`src/rtl/ddr3_iod_dly_ctrl_if.sv`:
```
// ddr3_iod_dly_ctrl_if: command handshake, status and IOD delay-line signals for the tap controller
interface ddr3_iod_dly_ctrl_if;
  logic       REQ_VALID;
  logic       REQ_READY;
  logic [1:0] REQ_OP;
  logic [6:0] REQ_COUNT;
  logic       DONE;
  logic       ERR;
  logic [6:0] TAP_VAL;
  logic       DELAY_LINE_MOVE;
  logic       DELAY_LINE_DIRECTION;
  logic       DELAY_LINE_LOAD;
  logic       DELAY_LINE_OUT_OF_RANGE;
  modport master (
    output REQ_VALID, REQ_OP, REQ_COUNT, DELAY_LINE_OUT_OF_RANGE,
    input  REQ_READY, DONE, ERR, TAP_VAL, DELAY_LINE_MOVE, DELAY_LINE_DIRECTION, DELAY_LINE_LOAD
  );
  modport slave (
    input  REQ_VALID, REQ_OP, REQ_COUNT, DELAY_LINE_OUT_OF_RANGE,
    output REQ_READY, DONE, ERR, TAP_VAL, DELAY_LINE_MOVE, DELAY_LINE_DIRECTION, DELAY_LINE_LOAD
  );
endinterface

```
`src/rtl/ddr3_iod_dly_ctrl.sv`:
```
// ddr3_iod_dly_ctrl: steps, loads and tracks an IOD delay-line tap with saturation and out-of-range abort
module ddr3_iod_dly_ctrl #(
  parameter int MAX_TAPS = 127,
  parameter int LOAD_TAP = 1,
  parameter int MOVE_GAP = 3
) (
  input logic FAB_CLK,
  input logic SYNC_RST_N,
  ddr3_iod_dly_ctrl_if.slave bus
);
  typedef enum logic [2:0] {IDLE, LOAD, MOVE, GAP, FIN} state_t;
  localparam logic [6:0] MAX_T = 7'(MAX_TAPS);
  localparam logic [6:0] LOAD_T = 7'(LOAD_TAP);
  localparam logic [3:0] GAP_INIT = 4'(MOVE_GAP - 1);
  state_t r_state, w_nxt;
  logic [6:0] r_tap, r_cnt;
  logic [3:0] r_gap;
  logic [1:0] r_op;
  logic r_dir, r_done, r_err, r_move, r_load;
  logic w_acc, w_inc, w_sat, w_err;
  assign w_acc = bus.REQ_VALID && r_state == IDLE;
  // at accept the direction register is not yet written, so take it from the request
  assign w_inc = (r_state == IDLE) ? bus.REQ_OP == 2'b01 : r_dir;
  assign w_sat = w_inc ? r_tap == MAX_T : r_tap == 7'd0;
  always_comb begin
    w_nxt = r_state;
    w_err = 1'b0;
    case (r_state)
      IDLE: if (bus.REQ_VALID) begin
        if (bus.REQ_OP == 2'b00) w_nxt = LOAD;
        else if (bus.REQ_OP == 2'b11) begin w_nxt = FIN; w_err = 1'b1; end
        else if (bus.REQ_COUNT == 7'd0) w_nxt = FIN;
        else if (w_sat) begin w_nxt = FIN; w_err = 1'b1; end
        else w_nxt = MOVE;
      end
      LOAD: w_nxt = GAP;
      MOVE: w_nxt = (r_cnt == 7'd1) ? FIN : GAP;
      GAP: if (r_op != 2'b00 && bus.DELAY_LINE_OUT_OF_RANGE) begin w_nxt = FIN; w_err = 1'b1; end
        else if (r_gap == 4'd0) begin
          if (r_op == 2'b00) w_nxt = FIN;
          else if (w_sat) begin w_nxt = FIN; w_err = 1'b1; end
          else w_nxt = MOVE;
        end
      FIN: w_nxt = IDLE;
      default: w_nxt = IDLE;
    endcase
  end
  always_ff @(posedge FAB_CLK) begin
    if (!SYNC_RST_N) begin
      r_state <= IDLE;
      r_tap <= LOAD_T;
      r_cnt <= 7'd0;
      r_gap <= 4'd0;
      r_op <= 2'b00;
      r_dir <= 1'b1;
      r_done <= 1'b0;
      r_err <= 1'b0;
      r_move <= 1'b0;
      r_load <= 1'b0;
    end else begin
      r_state <= w_nxt;
      r_done <= w_nxt == FIN;
      r_err <= w_err;
      r_move <= w_nxt == MOVE;
      r_load <= w_nxt == LOAD;
      r_gap <= (r_state == GAP && r_gap != 4'd0) ? r_gap - 4'd1 : GAP_INIT;
      if (w_acc) begin
        r_op <= bus.REQ_OP;
        r_cnt <= bus.REQ_COUNT;
        if (^bus.REQ_OP) r_dir <= bus.REQ_OP[0];
      end
      if (r_state == MOVE) begin
        r_cnt <= r_cnt - 7'd1;
        r_tap <= r_dir ? r_tap + 7'd1 : r_tap - 7'd1;
      end
      if (r_state == LOAD) r_tap <= LOAD_T;
    end
  end
  assign bus.REQ_READY = r_state == IDLE;
  assign bus.DONE = r_done;
  assign bus.ERR = r_err;
  assign bus.TAP_VAL = r_tap;
  assign bus.DELAY_LINE_MOVE = r_move;
  assign bus.DELAY_LINE_DIRECTION = r_dir;
  assign bus.DELAY_LINE_LOAD = r_load;
endmodule
```
`src/flat_wrapper.sv`:
```
// flat-port wrapper written by rule: the top's interface ports become plain ports
module ddr3_iod_dly_ctrl_flat 
#(
  parameter int MAX_TAPS = 127,
  parameter int LOAD_TAP = 1,
  parameter int MOVE_GAP = 3
)
  (FAB_CLK, SYNC_RST_N, bus_REQ_VALID, bus_REQ_OP, bus_REQ_COUNT, bus_DELAY_LINE_OUT_OF_RANGE, bus_REQ_READY, bus_DONE, bus_ERR, bus_TAP_VAL, bus_DELAY_LINE_MOVE, bus_DELAY_LINE_DIRECTION, bus_DELAY_LINE_LOAD);
  ddr3_iod_dly_ctrl_if bus_i ();
  input logic FAB_CLK;
  input logic SYNC_RST_N;
  input wire logic [$bits(bus_i.REQ_VALID)-1:0] bus_REQ_VALID;
  input wire logic [$bits(bus_i.REQ_OP)-1:0] bus_REQ_OP;
  input wire logic [$bits(bus_i.REQ_COUNT)-1:0] bus_REQ_COUNT;
  input wire logic [$bits(bus_i.DELAY_LINE_OUT_OF_RANGE)-1:0] bus_DELAY_LINE_OUT_OF_RANGE;
  output wire logic [$bits(bus_i.REQ_READY)-1:0] bus_REQ_READY;
  output wire logic [$bits(bus_i.DONE)-1:0] bus_DONE;
  output wire logic [$bits(bus_i.ERR)-1:0] bus_ERR;
  output wire logic [$bits(bus_i.TAP_VAL)-1:0] bus_TAP_VAL;
  output wire logic [$bits(bus_i.DELAY_LINE_MOVE)-1:0] bus_DELAY_LINE_MOVE;
  output wire logic [$bits(bus_i.DELAY_LINE_DIRECTION)-1:0] bus_DELAY_LINE_DIRECTION;
  output wire logic [$bits(bus_i.DELAY_LINE_LOAD)-1:0] bus_DELAY_LINE_LOAD;
  assign bus_i.REQ_VALID = bus_REQ_VALID;
  assign bus_i.REQ_OP = bus_REQ_OP;
  assign bus_i.REQ_COUNT = bus_REQ_COUNT;
  assign bus_i.DELAY_LINE_OUT_OF_RANGE = bus_DELAY_LINE_OUT_OF_RANGE;
  assign bus_REQ_READY = bus_i.REQ_READY;
  assign bus_DONE = bus_i.DONE;
  assign bus_ERR = bus_i.ERR;
  assign bus_TAP_VAL = bus_i.TAP_VAL;
  assign bus_DELAY_LINE_MOVE = bus_i.DELAY_LINE_MOVE;
  assign bus_DELAY_LINE_DIRECTION = bus_i.DELAY_LINE_DIRECTION;
  assign bus_DELAY_LINE_LOAD = bus_i.DELAY_LINE_LOAD;
  ddr3_iod_dly_ctrl #(.MAX_TAPS(MAX_TAPS), .LOAD_TAP(LOAD_TAP), .MOVE_GAP(MOVE_GAP)) u_core (.FAB_CLK(FAB_CLK), .SYNC_RST_N(SYNC_RST_N), .bus(bus_i));
endmodule
```
`config.mk`:
```
export PLATFORM = sky130hd
export DESIGN_NAME = ddr3_iod_dly_ctrl_flat
export DESIGN_NICKNAME = d
export VERILOG_FILES = /design/src/rtl/ddr3_iod_dly_ctrl_if.sv /design/src/rtl/ddr3_iod_dly_ctrl.sv /design/src/flat_wrapper.sv
export SDC_FILE = /design/constraint.sdc
export NUM_CORES = 1
export LEC_CHECK = 0
export ABC_AREA = 1
export BUFFER_PORTS_ARGS = -buffer_cell sky130_fd_sc_hd__buf_2
export CAP_MARGIN = 10
export CORE_MARGIN = 2
export CORE_UTILIZATION = 45
export CTS_CLUSTER_SIZE = 12
export DETAILED_ROUTE_END_ITERATION = 8
export GPL_TIMING_DRIVEN = 0
export PLACE_DENSITY_LB_ADDON = 0.2
export SLEW_MARGIN = 40
export SYNTH_ARGS = -nofsm -noshare
export SYNTH_HDL_FRONTEND = slang
export SYNTH_SLANG_ARGS = --single-unit
```
`constraint.sdc`:
```
create_clock -name FAB_CLK -period 2.2 [get_ports FAB_CLK]
set_input_delay 0.11 -clock FAB_CLK [delete_from_list [all_inputs] [get_ports FAB_CLK]]
set_output_delay 0.11 -clock FAB_CLK [all_outputs]
set_load 0.005 [all_outputs]
```
==> flow_summary.json <==
{
  "maxSlewHeadroom": 0.674,
  "critical_path_class": "reg2reg",
  "path_cells": "inv_1, ha_1, a21o_1, a31oi_1, xnor2_1, o21ai_0, inv_1",
  "postCtsHoldBufs": 0,
  "clock_latency_ns": 0.27,
  "status": "finished, final reports clean",
  "final.setup_skew_ns": 0.00483,
  "syn_to_final_growth_pct": 14.7,
  "dr.first_iter.drc_count": 58,
  "required_ns": 2.38,
  "drcViolationCount": 0,
  "r2r_cells": 7,
  "die_w_um": 66.4,
  "critPathLaunchType": "flip-flop",
  "tns_ns": 0,
  "holdCritPathClass": "in2reg",
  "yosysTopAreaCell": "dfxtp_1",
  "ys_seq_elements": 28,
  "synth_fp_nets": 281,
  "grt_usage": 0.183,
  "cts_resized": 0,
  "worstMarginPinSlew_ns": 0.489,
  "power_density_mw_per_mm2": 1290,
  "grt_max_degree": 17,
  "cap_violations": 0,
  "crit_path_top_delay_cell": "ha_1",
  "vias": 1601,
  "netlist_area_mm2": 0.00175,
  "hpwlAfterDp_mm": 2.88,
  "syn_inst": 256,
  "fmax_ghz": 0.554,
  "synth.yosys.seq_area_share": 0.320,
  "clock_sinks": 28,
  "detail-route-antenna-nets": 0,
  "ios": 26,
  "period_share": 0.820,
  "die-area_mm2": 0.00440,
  "syn_area_per_cell_um2": 6.84,
  "hold_violations": 0,
  "wl_mm": 3.56,
  "antenna_cells": 0,
  "htree_levels": 1,
  "grt_pass1_vias": 1478,
  "totalPowerFinal_w": 0.00260,
  "ir_worst_vdd_mv": 0.514,
  "tritoncts": "yes",
  "nNetsFinal": 311,
  "slew_viol_final": 0,
  "postPlaceCellArea_mm2": 0.00194,
  "yosysWarningCount": 0,
  "period_needed_ns": 1.80,
  "die_h_um": 66.4,
  "async_flop_share": 0,
  "cts_made_buffers": 3,
  "design_area_mm2": 0.00201,
  "clk_path_buf_depth": 2,
  "most-common-layout-cells": "nand2_1 (57), inv_1 (40), buf_2 (28), dfxtp_1 (28), nor2_1 (21)",
  "synth.distinct_cells": 36,
  "cp-end-kind": "flip-flop",
  "rows": 22,
  "max_stage_delay_ns": 0.43,
  "route.detailed.wl_per_inst_um": 10.7,
  "hold_depth": 3,
  "regToRegSetupSlack_ns": 0.40,
  "clock-root-buffer": "clkbuf_8",
  "synth_area_leaders": "dfxtp_1 (32%), nand2_1 (12%), inv_1 (8.6%)",
  "portBuffers": 25,
  "rsz0062_at_grt": "no",
  "power.leakage_nw": 1.05,
  "overflow": 0,
  "layout-drive-gt1-share": 0.175,
  "synth_edf_count": 0,
  "setup_viol": 0,
  "synth_top_area_share": 0.320,
  "place_congestion": 0.868,
  "cts_setup_buffers": 0,
  "vias_per_cell": 4.81,
  "grt_first_pass_wirelength_mm": 6.27,
  "firstDrtPassIters": 4,
  "core_area_mm2": 0.00369,
  "initial_core_util": 0.475,
  "holdWs_ns": 0.107,
  "worst-path-max-fanout": 7,
  "cts.clk_slew.worst_paths_ns": 0.10,
  "mostFrequentLayoutCell": "nand2_1",
  "crit_top_cell": "inv_1",
  "ys.flop_type": "dfxtp_1",
  "cp.arrival_ns": 1.98,
  "antenna_found_initial": 0
}
worst paths after layout:
kind / endpoint / start
setup / recovery: u_core.bus.TAP_VAL[3] / u_core.bus.DELAY_LINE_DIRECTION
hold / removal: u_core.r_cnt[3] / SYNC_RST_N
setup reg to reg: u_core.bus.TAP_VAL[3] / u_core.bus.DELAY_LINE_DIRECTION
hold reg to reg: u_core.r_gap[0] / u_core.r_gap[0]
area by class of cell:
| class | instances | area [µm²] |
|---|---|---|
| fill | 371 | 1680 |
| multi-input combinational | 180 | 1010 |
| sequential | 28 | 561 |
| inverter | 44 | 165 |
| timing repair buffer | 25 | 125 |
| tap | 48 | 60.1 |
| clock buffer | 3 | 41.3 |
| clock inverter | 1 | 30.0 |
| buffer | 4 | 18.8 |
synthesized netlist by cell type, types with 2 or more instances:
cell type   n
nand2_1    57
inv_1      40
dfxtp_1    28
nor2_1     21
a21oi_1    20
o21ai_0    15
ha_1       11
nand3_1    11
xor2_1      5
inv_2       4
nor2_2      4
a31oi_1     3
buf_2       3
nand2_2     3
nand4_1     3
nor3_1      3
o211ai_1    3
xnor2_1     3
or2_1       2
metal layers:
| layer | vias up | wire length, µm | global-route usage |
|---|---|---|---|
| met4 | 0 | 25 | 0.0536 |
| met5 | - | 0 | 0 |
| met3 | 2 | 171 | 0.0221 |
| li1 | 878 | - | - |
| met1 | 691 | 1770 | 0.248 |
| met2 | 30 | 1590 | 0.301 |
state kept, by name, summed over array words and instances, names as in the netlist, 2 cells and up:
name / count
u_core.r_state: 3
u_core.r_op: 2
u_core.bus.TAP_VAL: 7
u_core.r_cnt: 7
u_core.r_gap: 4
worst max-delay path: cells and delay by family (launching register included):
family | cells | cell delay, ns
compound gates | 3 | 0.54
fa+ha+maj | 1 | 0.43
flops | 1 | 0.42
buf+inv | 2 | 0.23
xor+xnor | 1 | 0.08
cell families (layout without fill, tap and decap cells):
kind of cell	count (synthesis)	after routing	share of synthesized area
fa+ha+maj	12	12	0.0901
simple gates	111	111	0.286
buf+inv	48	77	0.105
compound gates	49	49	0.159
flops	28	28	0.320
xor+xnor	8	8	0.0400
power by group:
group | internal, W | switching [W] | total [W]
Combinational | 0.000538 | 0.000841 | 0.00138
Clock | 0.000243 | 0.000159 | 0.000403
Sequential | 0.000671 | 0.000143 | 0.000814
through the flow:
step / utilization / std cells / worst slack [ns]
after global routing: 0.544 / 333 / 0.256
after floorplan: - / 256 / 0.586
after CTS: 0.544 / 333 / 0.411
after detailed placement: 0.525 / 329 / 0.422
after global placement: 0.525 / 329 / 0.428
final: 0.544 / 333 / 0.396
Note: power is estimated with default switching activity, not from simulation.
